--- config.mk ---
export PLATFORM = sky130hd
export DESIGN_NAME = control_sequencer
export DESIGN_NICKNAME = d
export VERILOG_FILES = /design/src/rtl/cpu_ctrl_pkg.sv /design/src/rtl/opcode_decoder.sv /design/src/rtl/control_sequencer.sv
export SDC_FILE = /design/constraint.sdc
export NUM_CORES = 1
export LEC_CHECK = 0
export BUFFER_PORTS_ARGS = -buffer_cell sky130_fd_sc_hd__buf_4
export CORE_UTILIZATION = 35
export DETAILED_ROUTE_END_ITERATION = 10
export GPL_ROUTABILITY_DRIVEN = 0
export PLACE_DENSITY = 0.82
export RECOVER_POWER = 25
export REMOVE_ABC_BUFFERS = 1
export SLEW_MARGIN = 30
export SYNTH_ARGS = -nofsm -noshare
export SYNTH_HDL_FRONTEND = slang
export SYNTH_SLANG_ARGS = --single-unit
--- constraint.sdc ---
create_clock -name clock -period 3.1 [get_ports clock]
set_input_delay 0.31 -clock clock [delete_from_list [all_inputs] [get_ports clock]]
set_output_delay 0.31 -clock clock [all_outputs]
set_load 0.02 [all_outputs]
--- src/rtl/cpu_ctrl_pkg.sv ---
// Shared control definitions: state encodings, opcodes, ALU select codes and
// datapath strobe bit positions used by the sequencer and the datapath.
package cpu_ctrl_pkg;

   typedef enum logic [3:0] {
      ST_RST  = 4'd0,
      ST_T0   = 4'd7,
      ST_T1   = 4'd8,
      ST_T2   = 4'd9,
      ST_T3   = 4'd10,
      ST_T4   = 4'd11,
      ST_T5   = 4'd12,
      ST_HALT = 4'd15
   } state_t;

   typedef enum logic [1:0] {
      OPC_NOP  = 2'd0,
      OPC_ALU  = 2'd1,
      OPC_HALT = 2'd2
   } op_class_t;

   localparam logic [4:0] OP_ADD  = 5'b00011;
   localparam logic [4:0] OP_SUB  = 5'b00100;
   localparam logic [4:0] OP_AND  = 5'b00101;
   localparam logic [4:0] OP_OR   = 5'b00110;
   localparam logic [4:0] OP_HALT = 5'b11011;

   localparam logic [3:0] ALU_NONE = 4'd0;
   localparam logic [3:0] ALU_ADD  = 4'd1;
   localparam logic [3:0] ALU_SUB  = 4'd2;
   localparam logic [3:0] ALU_AND  = 4'd3;
   localparam logic [3:0] ALU_OR   = 4'd4;

   localparam int CTRL_PCOUT   = 0;
   localparam int CTRL_ZLOWOUT = 1;
   localparam int CTRL_MDROUT  = 2;
   localparam int CTRL_MARIN   = 3;
   localparam int CTRL_ZIN     = 4;
   localparam int CTRL_PCIN    = 5;
   localparam int CTRL_MDRIN   = 6;
   localparam int CTRL_IRIN    = 7;
   localparam int CTRL_YIN     = 8;
   localparam int CTRL_INCPC   = 9;
   localparam int CTRL_READ    = 10;
   localparam int CTRL_GRA     = 11;
   localparam int CTRL_GRB     = 12;
   localparam int CTRL_GRC     = 13;
   localparam int CTRL_RIN     = 14;
   localparam int CTRL_ROUT    = 15;

   localparam logic [15:0] CTRL_T0 = (16'd1 << CTRL_PCOUT) | (16'd1 << CTRL_MARIN)
                                   | (16'd1 << CTRL_INCPC) | (16'd1 << CTRL_ZIN);
   localparam logic [15:0] CTRL_T1 = (16'd1 << CTRL_ZLOWOUT) | (16'd1 << CTRL_PCIN)
                                   | (16'd1 << CTRL_READ) | (16'd1 << CTRL_MDRIN);
   localparam logic [15:0] CTRL_T2 = (16'd1 << CTRL_MDROUT) | (16'd1 << CTRL_IRIN);
   localparam logic [15:0] CTRL_T3 = (16'd1 << CTRL_GRB) | (16'd1 << CTRL_ROUT)
                                   | (16'd1 << CTRL_YIN);
   localparam logic [15:0] CTRL_T4 = (16'd1 << CTRL_GRC) | (16'd1 << CTRL_ROUT)
                                   | (16'd1 << CTRL_ZIN);
   localparam logic [15:0] CTRL_T5 = (16'd1 << CTRL_ZLOWOUT) | (16'd1 << CTRL_GRA)
                                   | (16'd1 << CTRL_RIN);

endpackage

--- src/rtl/opcode_decoder.sv ---
// Combinational opcode classifier: IR[31:27] -> instruction class and ALU select.
module opcode_decoder
   import cpu_ctrl_pkg::*;
(
   input  logic [4:0] i_opcode,
   output op_class_t  o_op_class,
   output logic [3:0] o_alu_op
);

   always_comb begin
      o_op_class = OPC_NOP;
      o_alu_op   = ALU_NONE;
      case (i_opcode)
         OP_ADD:  begin o_op_class = OPC_ALU; o_alu_op = ALU_ADD; end
         OP_SUB:  begin o_op_class = OPC_ALU; o_alu_op = ALU_SUB; end
         OP_AND:  begin o_op_class = OPC_ALU; o_alu_op = ALU_AND; end
         OP_OR:   begin o_op_class = OPC_ALU; o_alu_op = ALU_OR;  end
         OP_HALT: o_op_class = OPC_HALT;
         default: ;
      endcase
   end

endmodule

--- src/rtl/control_sequencer.sv ---
// Fetch/execute control sequencer driving the datapath strobes.
// Optional feature: define CS_MEM_WAIT_EN to stretch T1 until mem_ready.
module control_sequencer
   import cpu_ctrl_pkg::*;
(
   input  logic        clock,
   input  logic        reset,
   input  logic [31:0] IR,
   input  logic        Stop,
`ifdef CS_MEM_WAIT_EN
   input  logic        mem_ready,
`endif
   output logic [15:0] ctrl,
   output logic [3:0]  alu_op,
   output logic        Run,
   output logic [3:0]  state
);

   state_t     r_state;
   op_class_t  w_op_class;
   logic [3:0] w_dec_alu_op;
   logic       w_t1_done;
   logic       w_unused_ir;

   assign w_unused_ir = ^IR[26:0];

`ifdef CS_MEM_WAIT_EN
   assign w_t1_done = mem_ready;
`else
   assign w_t1_done = 1'b1;
`endif

   opcode_decoder u_opcode_decoder (
      .i_opcode   (IR[31:27]),
      .o_op_class (w_op_class),
      .o_alu_op   (w_dec_alu_op)
   );

   always_ff @(posedge clock or posedge reset) begin
      if (reset) begin
         r_state <= ST_RST;
      end else begin
         case (r_state)
            ST_RST:  r_state <= ST_T0;
            ST_T0:   r_state <= ST_T1;
            ST_T1:   r_state <= w_t1_done ? ST_T2 : ST_T1;
            ST_T2:   r_state <= ST_T3;
            ST_T3: begin
               case (w_op_class)
                  OPC_ALU:  r_state <= ST_T4;
                  OPC_HALT: r_state <= ST_HALT;
                  default:  r_state <= Stop ? ST_HALT : ST_T0;
               endcase
            end
            ST_T4:   r_state <= ST_T5;
            ST_T5:   r_state <= Stop ? ST_HALT : ST_T0;
            ST_HALT: r_state <= ST_HALT;
            default: r_state <= ST_RST;
         endcase
      end
   end

   // Outputs decode the state register directly: IR is loaded on the edge that
   // enters T3, so T3/T4 strobes must see the new IR rather than a stale copy.
   always_comb begin
      ctrl   = '0;
      alu_op = ALU_NONE;
      Run    = 1'b0;
      case (r_state)
         ST_T0: begin ctrl = CTRL_T0; Run = 1'b1; end
         ST_T1: begin ctrl = CTRL_T1; Run = 1'b1; end
         ST_T2: begin ctrl = CTRL_T2; Run = 1'b1; end
         ST_T3: begin
            Run = 1'b1;
            if (w_op_class == OPC_ALU)
               ctrl = CTRL_T3;
         end
         ST_T4: begin ctrl = CTRL_T4; alu_op = w_dec_alu_op; Run = 1'b1; end
         ST_T5: begin ctrl = CTRL_T5; Run = 1'b1; end
         default: ;
      endcase
   end

   assign state = r_state;

endmodule

==> metrics <==
Rows=13; CP Capture Type=output port; YS warnings=0; TritonRoute pass-1 iters=4; clock sink total=4; FFs w/ async S/R, synth=100.0%; count of flip-flops with a built-in enable after synthesis=0; vias after detailed routing=around 530; WL final=1.173 mm; total track usage=around 16%; vias in the first global route=~420; Area growth, synth to finish=35.17%; Skew-Pair Late Insertion Delay=approximately 0.24 ns; Slew Limit Fails=0; filler cell count=around 130; Setup Crit Path Kind=flop to output port; Core Area=roughly 1400 µm²; Max Cap Viol=0; synthesized area=~520 µm²; global-route wire length before repair=1.656 mm; Final min period=slightly above 2 ns; H-tree levels=1; post-route ant nets=0; Main synth FF type=dfrtp_1; WP data required=2.79 ns; period utilisation layout=approximately two thirds; top post-synthesis cells by count=buf_4, nor2_1, nor3_1; TritonCTS Buffers=3; Seq cells post-synth=4; DRC violations left=0; Worst-path clk slew=about 0.040 ns; max FFs per register=4; Pleak=approximately 0.35 nW; Yosys cell types=32; Layout Nets=approximately 130; drt wl/cell=11.28 µm; die area=about 1700 µm²; status=finished, final reports clean; TNS Setup=0 ns; final setup skew=about 0.0030 ns; worst min path class=input pin to async pin; Max clock buf depth=2; Post-CTS Repair Setup Buffers=0; sequential area share after synthesis=19.14%; Ant. Diodes=0; antenna violations before repair=0; crit-path max FO=18; most frequent cell after synthesis=buf_4; # IOs=60; Setup crit start kind=flop; Post-CTS Resized=0; final hold viol count=0; CTS root buf=clkbuf_4; Final HPWL DP=between 800 and 900 µm; CTS tree=yes; layout cells sized above 1=41.57%; final setup vio count=0; critical path arrival=~1.7 ns; worst vdd ir=0.0002602 V; largest area contributor in the netlist=dfrtp_1; Avg Synthesized Cell Area=around 7.8 µm²; total gr overflow=0; FMAX=around 500 MHz; Worst Max-Slew Pin Slew=~0.53 ns; Initial Util=38.74%; power per cell area=approximately 900 nW/µm²; IO buf count=31; Hold Slack=between 0.5 and 0.6 ns; DRT iter0 DRCs=5; cts-stage hold buffer count=1; Die X=roughly 41 µm; DIE HEIGHT=roughly 41 µm; via-per-instance ratio=5.115; Rel. slew slack=between 60 and 70%; largest net degree at the start of global routing=19; cell count after synthesis=67; top cells by area, synth=dfrtp_1, buf_4, xor2_1; unrepaired setup endpoints after global routing=false; post-synth top area share=19.14%
==> cell families (layout without fill, tap and decap cells) <==
kind of cell               Yosys count  count (layout)  synth area share (%)
and+or+nand+nor                     31              31                 35.41
buffers and inverters               15              37                 19.85
AOI/OAI and AO/OA                    8               8                 9.568
xor gates and xnor gates             5               5                 8.375
DFF                                  4               4                 19.14
adders and majority gates            3               3                 6.937
other                                1               1                0.7170
==> worst max-delay path: stages (launching register included) <==
cell and delay [ns]:
dfrtp_1 0.67, and4b_4 0.34, nand3_2 0.10, nor3b_2 0.20, buf_4 0.16
==> where the power goes <==
part	internal, W	total [W]	switching, W	leakage (nW)
sequential	0.0000779	0.000174	0.0000963	0.0536
clock	0.0000433	0.0000649	0.0000216	0.0138
combinational	0.000192	0.000399	0.000206	0.287
==> stage by stage <==
step                 power, W  area [µm²]  util [%]  setup slack (ns)  instances
finish              0.0006377       706.9     52.36             1.079        104
global route        0.0006968       706.9     52.36            0.9978        104
CTS                 0.0006495       710.7     52.64             1.058        104
detailed placement  0.0005807       678.2     50.23             1.258        100
global placement    0.0005626       678.2     50.23             1.279        100
floorplan           0.0004117       426.7         -            0.7183         54
==> cells in the final DEF, fill, tap and decap left out, drive strengths merged, types with 2 or more instances in the layout <==
| cell type | count |
|---|---|
| a21o | 2 |
| xor2 | 3 |
| buf | 29 |
| o21ai | 3 |
| dfrtp | 4 |
| nor2 | 6 |
| nand3 | 2 |
| nand2b | 2 |
| ha | 2 |
| nor3 | 5 |
| clkbuf | 5 |
| xnor2 | 2 |
| nand2 | 4 |
| nor3b | 3 |
| nor2b | 2 |
| inv | 2 |
==> path summary, 6_finish.rpt <==
path / startpoint / slack (ns) / to / cells after the start
hold reg to reg: state[3] / 0.77 / state[1] / 1
setup / recovery: state[0] / 1.08 / alu_op[2] / 4
hold / removal: reset / 0.51 / state[2] / 3
setup reg to reg: state[1] / 1.87 / state[1] / 3
min in group clock: Stop / 0.51 / state[3] / 4
max in group asynchronous: reset / 2.43 / state[1] / 3
==> area by class of cell <==
cell class	instances	area, µm²	share of cell area, %
multi-input combinational	48	319.1	45.13
tap	15	18.77	2.655
timing repair buffer	32	239.0	33.81
sequential	4	100.1	14.16
clock buffer	3	22.52	3.186
inverter	2	7.507	1.062
==> metal layers <==
layer | share of wire [%] | vias to the layer above | routed length (µm) | global-route usage, %
met3 | 4.3 | 2 | 51 | 1.630
met2 | 54 | 22 | 631 | 26.19
met4 | 1.3 | 0 | 15 | 12.50
met5 | 0 | - | 0 | 0
li1 | - | 262 | - | -
met1 | 40 | 246 | 474 | 17.48
(Power assumes the default switching activity.)
